==> config.mk <==
export PLATFORM = sky130hd
export DESIGN_NAME = t2mi_timestamp_parser
export DESIGN_NICKNAME = d
export VERILOG_FILES = /design/src/rtl/t2mi_pkg.sv /design/src/rtl/t2mi_timestamp_parser.sv
export SDC_FILE = /design/constraint.sdc
export NUM_CORES = 1
export LEC_CHECK = 0
export ABC_AREA = 1
export CORE_MARGIN = 5
export CORE_UTILIZATION = 26
export CTS_CLUSTER_DIAMETER = 120
export DETAILED_ROUTE_END_ITERATION = 10
export GPL_ROUTABILITY_DRIVEN = 0
export MAX_ROUTING_LAYER = met4
export PLACE_DENSITY = 0.47
export SETUP_SLACK_MARGIN = 0.2
export SKIP_CTS_REPAIR_TIMING = 1
export SYNTH_ARGS = -nofsm -noshare
export SYNTH_HDL_FRONTEND = slang
export SYNTH_SLANG_ARGS = --single-unit
==> constraint.sdc <==
create_clock -name clk_100mhz -period 2 [get_ports clk_100mhz]
set_input_delay 0.4 -clock clk_100mhz [delete_from_list [all_inputs] [get_ports clk_100mhz]]
set_output_delay 0.4 -clock clk_100mhz [all_outputs]
set_load 0.02 [all_outputs]
==> src/rtl/t2mi_pkg.sv <==
// Shared constants and enums for the T2-MI timestamp parser.
// Sync/type/length markers, FSM states, error codes, field widths.
package t2mi_pkg;

    localparam logic [7:0]  SYNC_BYTE   = 8'h47;
    localparam logic [7:0]  TS_PKT_TYPE = 8'h20;
    localparam logic [15:0] TS_PKT_LEN  = 16'd12;

    localparam int SEC_W = 40;
    localparam int SUB_W = 32;
    localparam int UTC_W = 13;

    typedef enum logic [2:0] {
        ST_IDLE,
        ST_TYPE,
        ST_LEN_HI,
        ST_LEN_LO,
        ST_PAYLOAD,
        ST_SKIP
    } state_e;

    typedef enum logic [2:0] {
        ERR_NONE    = 3'd0,
        ERR_LEN     = 3'd1,
        ERR_TIMEOUT = 3'd2,
        ERR_RESYNC  = 3'd3,
        ERR_UTC_RSV = 3'd4
    } err_e;

endpackage

==> src/rtl/t2mi_timestamp_parser.sv <==
// Parses T2-MI timestamp packets into seconds/subseconds/UTC fields.
// Aborts on bad length, stalls, premature sync and reserved UTC bits.
module t2mi_timestamp_parser
    import t2mi_pkg::*;
#(
    parameter int BYTE_TIMEOUT = 1000,
    parameter int CNT_W        = 16
) (
    input  logic             clk_100mhz,
    input  logic             rst_n,
    input  logic             in_valid,
    input  logic [7:0]       in_data,
    input  logic             in_sync,
    output logic             ts_valid,
    output logic [SEC_W-1:0] ts_seconds,
    output logic [SUB_W-1:0] ts_subseconds,
    output logic [UTC_W-1:0] ts_utc_offset,
    output logic             pkt_error,
    output logic [2:0]       err_code,
    output logic [CNT_W-1:0] good_count,
    output logic [CNT_W-1:0] err_count,
    output logic             busy
);

    localparam int GAP_W = $clog2(BYTE_TIMEOUT + 1);
    localparam logic [GAP_W-1:0] GAP_LAST = GAP_W'(BYTE_TIMEOUT - 1);

    state_e           state;
    logic             ts_pkt;
    logic [7:0]       len_hi;
    logic [3:0]       idx;
    logic [15:0]      remaining;
    logic [GAP_W-1:0] gap_cnt;
    logic [SEC_W-1:0] sec_sh;
    logic [SUB_W-1:0] sub_sh;
    logic [UTC_W-1:0] utc_sh;
    logic             utc_bad;

    logic [15:0] pkt_len;
    logic        sync_hit;

    assign pkt_len  = {len_hi, in_data};
    assign sync_hit = in_valid && in_sync && (in_data == SYNC_BYTE);
    assign busy     = (state != ST_IDLE);

    always_ff @(posedge clk_100mhz or negedge rst_n) begin
        if (!rst_n) begin
            state         <= ST_IDLE;
            ts_pkt        <= 1'b0;
            len_hi        <= '0;
            idx           <= '0;
            remaining     <= '0;
            gap_cnt       <= '0;
            sec_sh        <= '0;
            sub_sh        <= '0;
            utc_sh        <= '0;
            utc_bad       <= 1'b0;
            ts_valid      <= 1'b0;
            ts_seconds    <= '0;
            ts_subseconds <= '0;
            ts_utc_offset <= '0;
            pkt_error     <= 1'b0;
            err_code      <= ERR_NONE;
            good_count    <= '0;
            err_count     <= '0;
        end else begin
            ts_valid  <= 1'b0;
            pkt_error <= 1'b0;
            if (state == ST_IDLE) begin
                gap_cnt <= '0;
                if (sync_hit)
                    state <= ST_TYPE;
            end else if (sync_hit) begin
                gap_cnt   <= '0;
                state     <= ST_TYPE;
                pkt_error <= 1'b1;
                err_code  <= ERR_RESYNC;
                if (~&err_count)
                    err_count <= err_count + CNT_W'(1);
            end else if (in_valid) begin
                // Any accepted byte beats a timeout landing in the same cycle.
                gap_cnt <= '0;
                unique case (state)
                    ST_TYPE: begin
                        ts_pkt <= (in_data == TS_PKT_TYPE);
                        state  <= ST_LEN_HI;
                    end
                    ST_LEN_HI: begin
                        len_hi <= in_data;
                        state  <= ST_LEN_LO;
                    end
                    ST_LEN_LO: begin
                        if (ts_pkt) begin
                            if (pkt_len != TS_PKT_LEN) begin
                                state     <= ST_IDLE;
                                pkt_error <= 1'b1;
                                err_code  <= ERR_LEN;
                                if (~&err_count)
                                    err_count <= err_count + CNT_W'(1);
                            end else begin
                                state   <= ST_PAYLOAD;
                                idx     <= '0;
                                utc_bad <= 1'b0;
                            end
                        end else if (pkt_len == 16'd0) begin
                            state <= ST_IDLE;
                        end else begin
                            state     <= ST_SKIP;
                            remaining <= pkt_len;
                        end
                    end
                    ST_PAYLOAD: begin
                        idx <= idx + 4'd1;
                        if (idx <= 4'd4)
                            sec_sh <= {sec_sh[SEC_W-9:0], in_data};
                        else if (idx <= 4'd8)
                            sub_sh <= {sub_sh[SUB_W-9:0], in_data};
                        else if (idx == 4'd9) begin
                            utc_sh  <= {in_data[4:0], 8'h00};
                            utc_bad <= |in_data[7:5];
                        end else if (idx == 4'd10)
                            utc_sh[7:0] <= in_data;
                        if (idx == 4'd11) begin
                            state <= ST_IDLE;
                            if (utc_bad) begin
                                pkt_error <= 1'b1;
                                err_code  <= ERR_UTC_RSV;
                                if (~&err_count)
                                    err_count <= err_count + CNT_W'(1);
                            end else begin
                                ts_valid      <= 1'b1;
                                ts_seconds    <= sec_sh;
                                ts_subseconds <= sub_sh;
                                ts_utc_offset <= utc_sh;
                                if (~&good_count)
                                    good_count <= good_count + CNT_W'(1);
                            end
                        end
                    end
                    ST_SKIP: begin
                        remaining <= remaining - 16'd1;
                        if (remaining == 16'd1)
                            state <= ST_IDLE;
                    end
                    default: state <= ST_IDLE;
                endcase
            end else if (gap_cnt == GAP_LAST) begin
                gap_cnt   <= '0;
                state     <= ST_IDLE;
                pkt_error <= 1'b1;
                err_code  <= ERR_TIMEOUT;
                if (~&err_count)
                    err_count <= err_count + CNT_W'(1);
            end else begin
                gap_cnt <= gap_cnt + GAP_W'(1);
            end
        end
    end

endmodule
==> flow_metrics.tcl <==
set metrics [dict create \
    wl_met1_um 15200 \
    dp_hpwl_um 22000 \
    grt_first_pass_wirelength_um 49500 \
    place_inst 2082 \
    post-route-util_pct 36.7 \
    ys_seq_area_share_pct 55.7 \
    grt-ovfl-total 0 \
    clock_latency_ps 550 \
    reg2reg_depth 10 \
    path_buf_inv 1 \
    antenna_cells 0 \
    avgSynthCellArea_um2 8.52 \
    r2r_start "state[1]" \
    min_period_over_period_pct 95.5 \
    worst-path-stages 3 \
    crit_family "flip-flops" \
    cp_cell_sequence "nor2_2 > nand2_1 > dlymetal6s2s_1" \
    wl_per_cell_um 14.9 \
    num_vias 9300 \
    pre_cts_slack_ps -475 \
    rsz0062_at_grt "true" \
    cts.root.buffer_cell "clkbuf_16" \
    htree_levels 1 \
    grt_pass1_vias 9038 \
    coreArea_mm2 0.0429 \
    drc_errors 0 \
    worstSetupEndpoint "busy" \
    met2_length_um 14700 \
    area_growth_pct 40.1 \
    drive_gt1_share_pct 15.1 \
    tightest_slew_ps 524 \
    cts.sinks 250 \
    synth.distinct_cells 36 \
    rows 76 \
    maxSlewHeadroom_pct 65.1 \
    io_pins 135 \
    timing.rr.end "ts_seconds[4]" \
    clock_path_buffers 3 \
    top_layer "met4" \
    min_path_type "in2async" \
    synth-seq-cells 250 \
    cts_tree "yes" \
    track_usage_pct 13.0 \
    drt_pre_antenna_iters 5 \
    p_per_area_mw_per_mm2 943 \
    crit_arrival_ps 1510 \
    crit_path_max_fanout 5 \
    layout_min_cycle_time_ps 1910 \
    synth_warnings 0 \
    drt.antenna.violating_nets 0 \
    finClkSkew_ps 10.6 \
    syn_area_mm2 0.0112 \
    viasPerCell 4.32 \
    start_util_pct 26.2 \
    die_y_um 218 \
    setup_viol 0 \
    hold_viol 0 \
    critical_path_class "reg2out" \
    critPathRequiredTime_ps 1600 \
    drtIter0Drc 545 \
    maxCapViolations 0 \
    wl_met3_um 1600 \
    status "complete, no violations" \
    worst_setup_path_start_kind "flop" \
    die_w_um 218 \
    placement.io_buffers 134 \
    maxSlewViolCount 0 \
    fin_tns_setup_ps 0 \
    startpoint "state[1]" \
    fin_ws_ps 90.9 \
    clk_pin_slew_ps 60 \
    fin_nets 1568 \
    die_area_mm2 0.0475 \
    finalPower_uw 14800 \
    grt_antenna_before_repair 0 \
    finalNonFillerCells 2155 \
    max_freq_ghz 0.524 \
    syn_inst 1318 \
    cts-buffers-inserted 30 \
    cpPeakStageDelay_ps 440 \
    worst_path_max_delay_cell "dfrtp_2" \
    leakagePower_uw 0.00916 \
    drt-total-wl_um 32100 \
    ir_worst_vdd_uv 455 \
    crit_path_end_kind "primary output" \
    rrSetupSlack_ps 240 \
    grt_max_degree 59 \
    synth.net_count 1339 \
]
## report_power, final
group / leakage [µW] / switching (µW) / internal [µW]
registers: 0.00339 / 442 / 5600
logic: 0.00525 / 1780 / 1220
clock network: 0.000520 / 2240 / 3560
## worst min-delay path by stage
stage	startpoint	endpoint	slack [ps]
global placement	rst_n	good_count[2]	400
detailed placement	rst_n	ts_subseconds[28]	400
global route	rst_n	good_count[0]	430
finish	rst_n	good_count[2]	390
floorplan	rst_n	err_code[0]	100
CTS	rst_n	ts_subseconds[28]	-200
## synth_stat cells (all sizes together)
master / number / share of area (%)
o21ai: 207 / 9.3
inv: 122 / 4.1
nor3b: 1 / 0.067
clkbuf: 12 / 0.40
dfrtp: 250 / 56
and3: 1 / 0.056
nand3b: 1 / 0.067
xnor2: 11 / 0.86
nand4: 9 / 0.61
a21o: 1 / 0.067
a21oi: 12 / 0.57
nor2: 89 / 3.7
buf: 33 / 2.1
ha: 9 / 1.0
or2: 5 / 0.28
xor2: 28 / 2.2
nor4: 1 / 0.056
nor4b: 1 / 0.078
nor3: 18 / 0.80
nand2: 464 / 16
nand3: 42 / 2.0
o31ai: 1 / 0.067
## flip-flops by register name (all words and copies together) (netlist names), 10 cells and up
signal,cells
err_count,16
gap_cnt,10
good_count,16
remaining,16
sec_sh,40
sub_sh,32
ts_seconds,40
ts_subseconds,32
ts_utc_offset,13
utc_sh,13
## metrics by stage
step,hold slack [ps],cell area [µm²]
floorplan,104,11200
global placement,399,14000
detailed placement,402,14000
CTS,-205,15000
global route,427,15700
finish,390,15700
## metal layers
layer	vias up	track usage, %
li1	4657	-
met3	40	2.14
met2	179	20.2
met5	-	-
met4	0	3.10
met1	4424	18.0
## kinds of logic after synthesis
family          Yosys count  synth area share, %
compound gates          221                 10.0
flops                   250                 55.7
xor+xnor                 39                 3.04
simple gates            632                 23.6
buf+inv                 167                 6.61
fa+ha+maj                 9                 1.00
## cell type report
class / count / area, µm²
fillers: 4415 / 27100
inverters: 122 / 463
clock buffers: 38 / 862
repair buffers: 241 / 2840
well taps: 585 / 732
flip-flops and latches: 250 / 6260
clock inverters: 17 / 206
multi-input cells: 902 / 4370
## cell usage in the layout (no fill, tap or decap), drive strengths merged, types with 18 or more instances in the layout
cell / netlist / final
inv: 122 / 123
nor2: 89 / 89
o21ai: 207 / 207
xor2: 28 / 28
nor3: 18 / 18
nand2: 464 / 464
buf: 33 / 103
nand3: 42 / 42
clkbuf: 12 / 42
dlymetal6s2s: 0 / 123
dfrtp: 250 / 250
Power figures use the tool's default switching activity.
